[config.mk]
export PLATFORM = sky130hd
export DESIGN_NAME = dmem_arbiter
export DESIGN_NICKNAME = d
export VERILOG_FILES = /design/src/rtl/dmem_arbiter.sv
export SDC_FILE = /design/constraint.sdc
export NUM_CORES = 1
export LEC_CHECK = 0
export CAP_MARGIN = 30
export CORE_AREA = 3 3 192 194
export DETAILED_ROUTE_END_ITERATION = 12
export DIE_AREA = 0 0 195 197
export HOLD_SLACK_MARGIN = 0.05
export PLACE_DENSITY = 0.36
export SKIP_LAST_GASP = 1
export SLEW_MARGIN = 20
export SYNTH_ARGS = -nofsm -noshare
export SYNTH_HDL_FRONTEND = slang
export SYNTH_SLANG_ARGS = --single-unit
[constraint.sdc]
create_clock -name clk -period 1.35 [get_ports clk]
set_input_delay 0.2025 -clock clk [delete_from_list [all_inputs] [get_ports clk]]
set_output_delay 0.2025 -clock clk [all_outputs]
set_load 0.02 [all_outputs]
[src/rtl/dmem_arbiter.sv]
// Data memory arbiter between the CPU EX/MEM stage and the NIC DMA port.
// Fixed CPU priority with a starvation window that hands the NIC a short burst.
module dmem_arbiter #(
    parameter int MAX_WAIT  = 4,
    parameter int BURST_LEN = 4,
    parameter int ADDR_BITS = 16
) (
    input  logic        clk,
    input  logic        reset,
    input  logic        cpu_req,
    input  logic        cpu_wr,
    input  logic [31:0] cpu_addr,
    input  logic [63:0] cpu_wdata,
    output logic        cpu_gnt,
    output logic        cpu_stall,
    output logic [63:0] cpu_rdata,
    output logic        cpu_rvalid,
    input  logic        nic_req,
    input  logic        nic_wr,
    input  logic [31:0] nic_addr,
    input  logic [63:0] nic_wdata,
    output logic        nic_gnt,
    output logic [63:0] nic_rdata,
    output logic        nic_rvalid,
    output logic        memEn,
    output logic        memWrEn,
    output logic [31:0] memAddr,
    output logic [63:0] dataOut,
    input  logic [63:0] dataIn
);

    typedef enum logic [0:0] {
        CPU_PRI = 1'b0,
        NIC_PRI = 1'b1
    } state_e;

    localparam logic [3:0]  MAX_W     = 4'(MAX_WAIT);
    localparam logic [3:0]  BURST_L   = 4'(BURST_LEN);
    localparam logic [31:0] ADDR_MASK = 32'((64'd1 << ADDR_BITS) - 64'd1);

    state_e     state_q, state_d;
    logic [3:0] wait_q, wait_d;
    logic [3:0] burst_q, burst_d;
    logic       tag_nic_q, tag_nic_d;
    logic       tag_rd_q, tag_rd_d;
    logic [3:0] wait_inc;
    logic [3:0] burst_inc;

    // Counters stop at all-ones instead of wrapping back to zero.
    assign wait_inc  = (wait_q == 4'hF) ? wait_q : wait_q + 4'd1;
    assign burst_inc = (burst_q == 4'hF) ? burst_q : burst_q + 4'd1;

    // Arbitration: pick at most one requester and compute the next priority state.
    always_comb begin
        state_d = state_q;
        wait_d  = wait_q;
        burst_d = burst_q;
        cpu_gnt = 1'b0;
        nic_gnt = 1'b0;
        if (!reset) begin
            case (state_q)
                CPU_PRI: begin
                    cpu_gnt = cpu_req;
                    nic_gnt = nic_req & ~cpu_req;
                    if (nic_req && !nic_gnt) begin
                        if (wait_inc >= MAX_W) begin
                            state_d = NIC_PRI;
                            wait_d  = 4'd0;
                            burst_d = 4'd0;
                        end else begin
                            wait_d = wait_inc;
                        end
                    end else begin
                        wait_d = 4'd0;
                    end
                end
                NIC_PRI: begin
                    nic_gnt = nic_req;
                    cpu_gnt = cpu_req & ~nic_req;
                    wait_d  = 4'd0;
                    if (!nic_req) begin
                        state_d = CPU_PRI;
                        burst_d = 4'd0;
                    end else if (burst_inc >= BURST_L) begin
                        state_d = CPU_PRI;
                        burst_d = 4'd0;
                    end else begin
                        burst_d = burst_inc;
                    end
                end
                default: begin
                    state_d = CPU_PRI;
                    wait_d  = 4'd0;
                    burst_d = 4'd0;
                end
            endcase
        end
    end

    // Read-return tag: who owns the command issued this cycle and whether it reads.
    always_comb begin
        tag_nic_d = nic_gnt;
        tag_rd_d  = (cpu_gnt & ~cpu_wr) | (nic_gnt & ~nic_wr);
    end

    // State, counters and tag registers with synchronous reset.
    always_ff @(posedge clk) begin
        if (reset) begin
            state_q   <= CPU_PRI;
            wait_q    <= 4'd0;
            burst_q   <= 4'd0;
            tag_nic_q <= 1'b0;
            tag_rd_q  <= 1'b0;
        end else begin
            state_q   <= state_d;
            wait_q    <= wait_d;
            burst_q   <= burst_d;
            tag_nic_q <= tag_nic_d;
            tag_rd_q  <= tag_rd_d;
        end
    end

    // Memory command mux; everything idles at zero when nobody is granted.
    always_comb begin
        memEn   = cpu_gnt | nic_gnt;
        memWrEn = 1'b0;
        memAddr = '0;
        dataOut = '0;
        if (nic_gnt) begin
            memWrEn = nic_wr;
            memAddr = nic_addr & ADDR_MASK;
            dataOut = nic_wdata;
        end else if (cpu_gnt) begin
            memWrEn = cpu_wr;
            memAddr = cpu_addr & ADDR_MASK;
            dataOut = cpu_wdata;
        end
    end

    // Read data is shared; the valids steer it and are killed while in reset.
    always_comb begin
        cpu_rdata  = dataIn;
        nic_rdata  = dataIn;
        cpu_rvalid = ~reset & tag_rd_q & ~tag_nic_q;
        nic_rvalid = ~reset & tag_rd_q & tag_nic_q;
        cpu_stall  = ~reset & cpu_req & ~cpu_gnt;
    end

endmodule
==> summary.txt <==
Status
  • Status: finished, violations left
  • Failing checks: negative setup slack

Critical path
  • RR Endpoint: tag_rd_q$_SDFF_PP0_
  • FF-to-FF Start: state_q$_SDFF_PP0_
  • Slowest CP cell: o211a_4
  • FF-to-FF setup slack: -0.05 ns
  • CP Capture Type: output pin
  • Critical Path, Cell by Cell: o211a_4, buf_12, buf_16, a22o_1, buf_6
  • Worst Setup EP: dataOut[51]
  • Required time worst endpoint: 1.15 ns
  • CP max stage delay: about 0.36 ns
  • Worst-path fanout max: 9
  • Crit path from: state_q$_SDFF_PP0_
  • FF-to-FF path depth: 8
  • Worst EP arrival: 1.67 ns
  • CP Class: reg -> out
  • CP startpoint kind: flop

STA
  • Setup violators final: 84
  • Fin Setup TNS: -35.91 ns
  • Skew final: 0.003996 ns
  • RSZ-0062 raised after global routing: true
  • Period Utilization, post-route: 138.7%
  • Post-layout min period: 1.873 ns
  • Final worst-path setup slack: -0.5228 ns
  • Fmax: between 0.5 and 0.6 GHz
  • Final Hold Viols: 0
  • Max Slew Vio Count: 0
  • Hold_ws: 0.4050 ns

Floorplanning
  • Core area: 35,400 µm²
  • I/O pin cnt: 493
  • Die height: 197 µm
  • Die footprint: 38,420 µm²
  • Initial Utilization: 6.925%
  • Die width: 195 µm
  • Core Rows: 69

Route
  • Detail Route Antenna Nets: 0
  • Wire length per cell: 17.05 µm
  • DR vias/cell: 2.926
  • Vias: 2,689
  • DRC violations left: 0
  • Routed WL: 15,670 µm
  • DRT iter0 DRCs: 50
  • Detailed Routing Iterations Pass 1: 4

Power
  • Total power: ~2.7 mW
  • Worst vdd ir: ~0.00043 V
  • Power Internal: around 1.8 mW
  • Leakage: 2.287 nW
  • PwrDens: ~490 nW/µm²
  • Seq pwr share: 12.9%
  • Net Sw Frac: between 30% and 40%
  • Comb power frac: 66.8%
  • Clock power frac: 20.2%
  • Net Sw Power: 865.8 µW

Synth
  • Synth Area in Compound Gates: 32.82%
  • XOR/XNOR Fraction of Synth Area: 0.3573%
  • Library cells used by synthesis: 29
  • Synthesis Warnings: 0
  • Cell Area, Synth: 2451 µm²
  • Mux cell area share after synthesis: 0%
  • Post-synthesis simple-gate area fraction: 4.952%
  • Syn Inst Count: between 200 and 300
  • Number of synthesized register bits: 11
  • Mean Syn Cell Area: 8.198 µm²
  • Adder-cell share of the synthesized area: between 1 and 1.5%
  • Largest family of logic cells by synthesized area: buffers and inverters
  • Seq/Total Area, Yosys: ~9.0%

Global routing
  • First-pass GRT wire length: 20,530 µm
  • Total gr overflow: 0
  • Largest net degree at the start of global routing: 36
  • GRT Overall Usage: between 7 and 8%
  • Initial antenna violation count: 1
  • Vias in the first global route: between 2,000 and 3,000

Final layout
  • Post-Layout Cell Count: 919
  • Ant. Diodes: 0
  • Most common cell after layout, fill and taps aside: clkdlybuf4s50_1
  • Finished Core Util: roughly 16%
  • Commonest cells after routing, fill and taps aside: clkdlybuf4s50_1 (162), buf_6 (70), a22o_1 (60)
  • Share of cells above drive strength 1: around two fifths
  • Layout fillers: 3,985
  • Number of nets in the layout: approximately 720
  • Area Growth Syn to Fin: 124.3%
  • Design Area, Final: roughly 5500 µm²

Hold path
  • Hold WC Path Type: in -> out

Clock tree
  • Clock root cell: clkbuf_16
  • Num CTS Buffers: 3
  • CTS H-Tree Depth: 1
  • CTS Hold Bufs: 0
  • Clock transition at path regs: 0.04 ns
  • CTS max path bufs: 2
  • TritonCTS clock tree: done
  • Clock latency on the worst-skew pair: 0.24 ns
  • Clock Sinks: 11

Placement
  • Placed cell areas: around 4800 µm²
  • RePlAce Congestion: 0.7415
  • HPWL after DPL: 11,400 µm
  • Dpl cells: around 900
  • IO buf count: approximately 250
  • Pre-CTS WS: -1.095 ns

Job
  • Max-Cap Viols: 0
[power by group through the flow]
stage	Sequential, mW	Combinational, mW	Clock, mW
after global routing	0.346	1.89	0.569
after global placement	0.350	1.56	0
final	0.345	1.78	0.540
after detailed placement	0.350	1.55	0
after floorplan	0.347	1.17	0
after CTS	0.344	1.76	0.554
[Yosys cell counts, drive strengths merged]
| cell | number | area (µm²) |
|---|---|---|
| o21ai | 1 | 5.000 |
| xor2 | 1 | 8.760 |
| a2bb2o | 1 | 10.01 |
| a22o | 81 | 709.4 |
| or2 | 1 | 6.260 |
| dfxtp | 11 | 220.2 |
| nand3 | 1 | 5.000 |
| o41ai | 1 | 8.760 |
| o211ai | 1 | 7.510 |
| buf | 164 | 1249 |
| nor4 | 2 | 12.51 |
| a211oi | 1 | 12.51 |
| nand2 | 5 | 18.77 |
| nor2 | 4 | 15.01 |
| and3 | 3 | 18.77 |
| nor3b | 3 | 22.52 |
| o22ai | 1 | 6.260 |
| ha | 2 | 25.02 |
| inv | 5 | 18.76 |
| o32ai | 1 | 8.760 |
| a31oi | 1 | 6.260 |
| a21oi | 2 | 10.01 |
| nor4bb | 1 | 10.01 |
| conb | 1 | 3.750 |
| and2 | 2 | 12.51 |
| o211a | 2 | 20.02 |
[routing by layer]
metal,vias up,GRT usage (%),part of all wire [%]
li1,1238,-,-
met1,1203,8.316,38
met2,210,11.98,49
met3,38,2.991,11
met4,0,2.086,2.5
met5,-,0,0
[layout make-up]
type	count	area [µm²]	area share, %
timing repair buffer	302	3288	59.81
multi-input combinational	136	1309	23.81
tap	461	576.8	10.49
sequential	11	226.5	4.119
clock buffer	4	78.83	1.434
inverter	5	18.77	0.3414
[logic make-up (layout without fill, tap and decap cells)]
logic type | Yosys count | after routing
buf+inv | 169 | 311
flops | 11 | 11
xor+xnor | 1 | 1
other cells | 1 | 18
fa+ha+maj | 2 | 2
compound gates | 93 | 93
simple gates | 22 | 22
[worst max-delay path, delay by kind of cell, from the launching register on]
family | cells | cell delay, ns
compound gates | 2 | 0.61
buf+inv | 3 | 0.45
flops | 1 | 0.35
[registers in the layout, indices dropped and copies added, names as in the netlist]
signal and cells:
state_q 1, tag_nic_q 1, tag_rd_q 1, wait_q 4, burst_q 4
[repair_timing]
action / CTS / global route
resized for setup: 486 / 42
gates cloned: 8 / 4
endpoints found under the setup margin: 95 / 93
buffers inserted: 14 / 6
pin swaps: 14 / 12
[how the worst min path moves through the flow]
| stage | startpoint | to | cells after the start |
|---|---|---|---|
| CTS | dataIn[41] | cpu_rdata[41] | 0 |
| global route | dataIn[61] | nic_rdata[61] | 0 |
| global placement | dataIn[41] | cpu_rdata[41] | 0 |
| detailed placement | dataIn[41] | cpu_rdata[41] | 0 |
| floorplan | cpu_wr | tag_rd_q$_SDFF_PP0_ | 1 |
| finish | dataIn[55] | nic_rdata[55] | 0 |
Note: power is estimated with default switching activity, not from simulation.
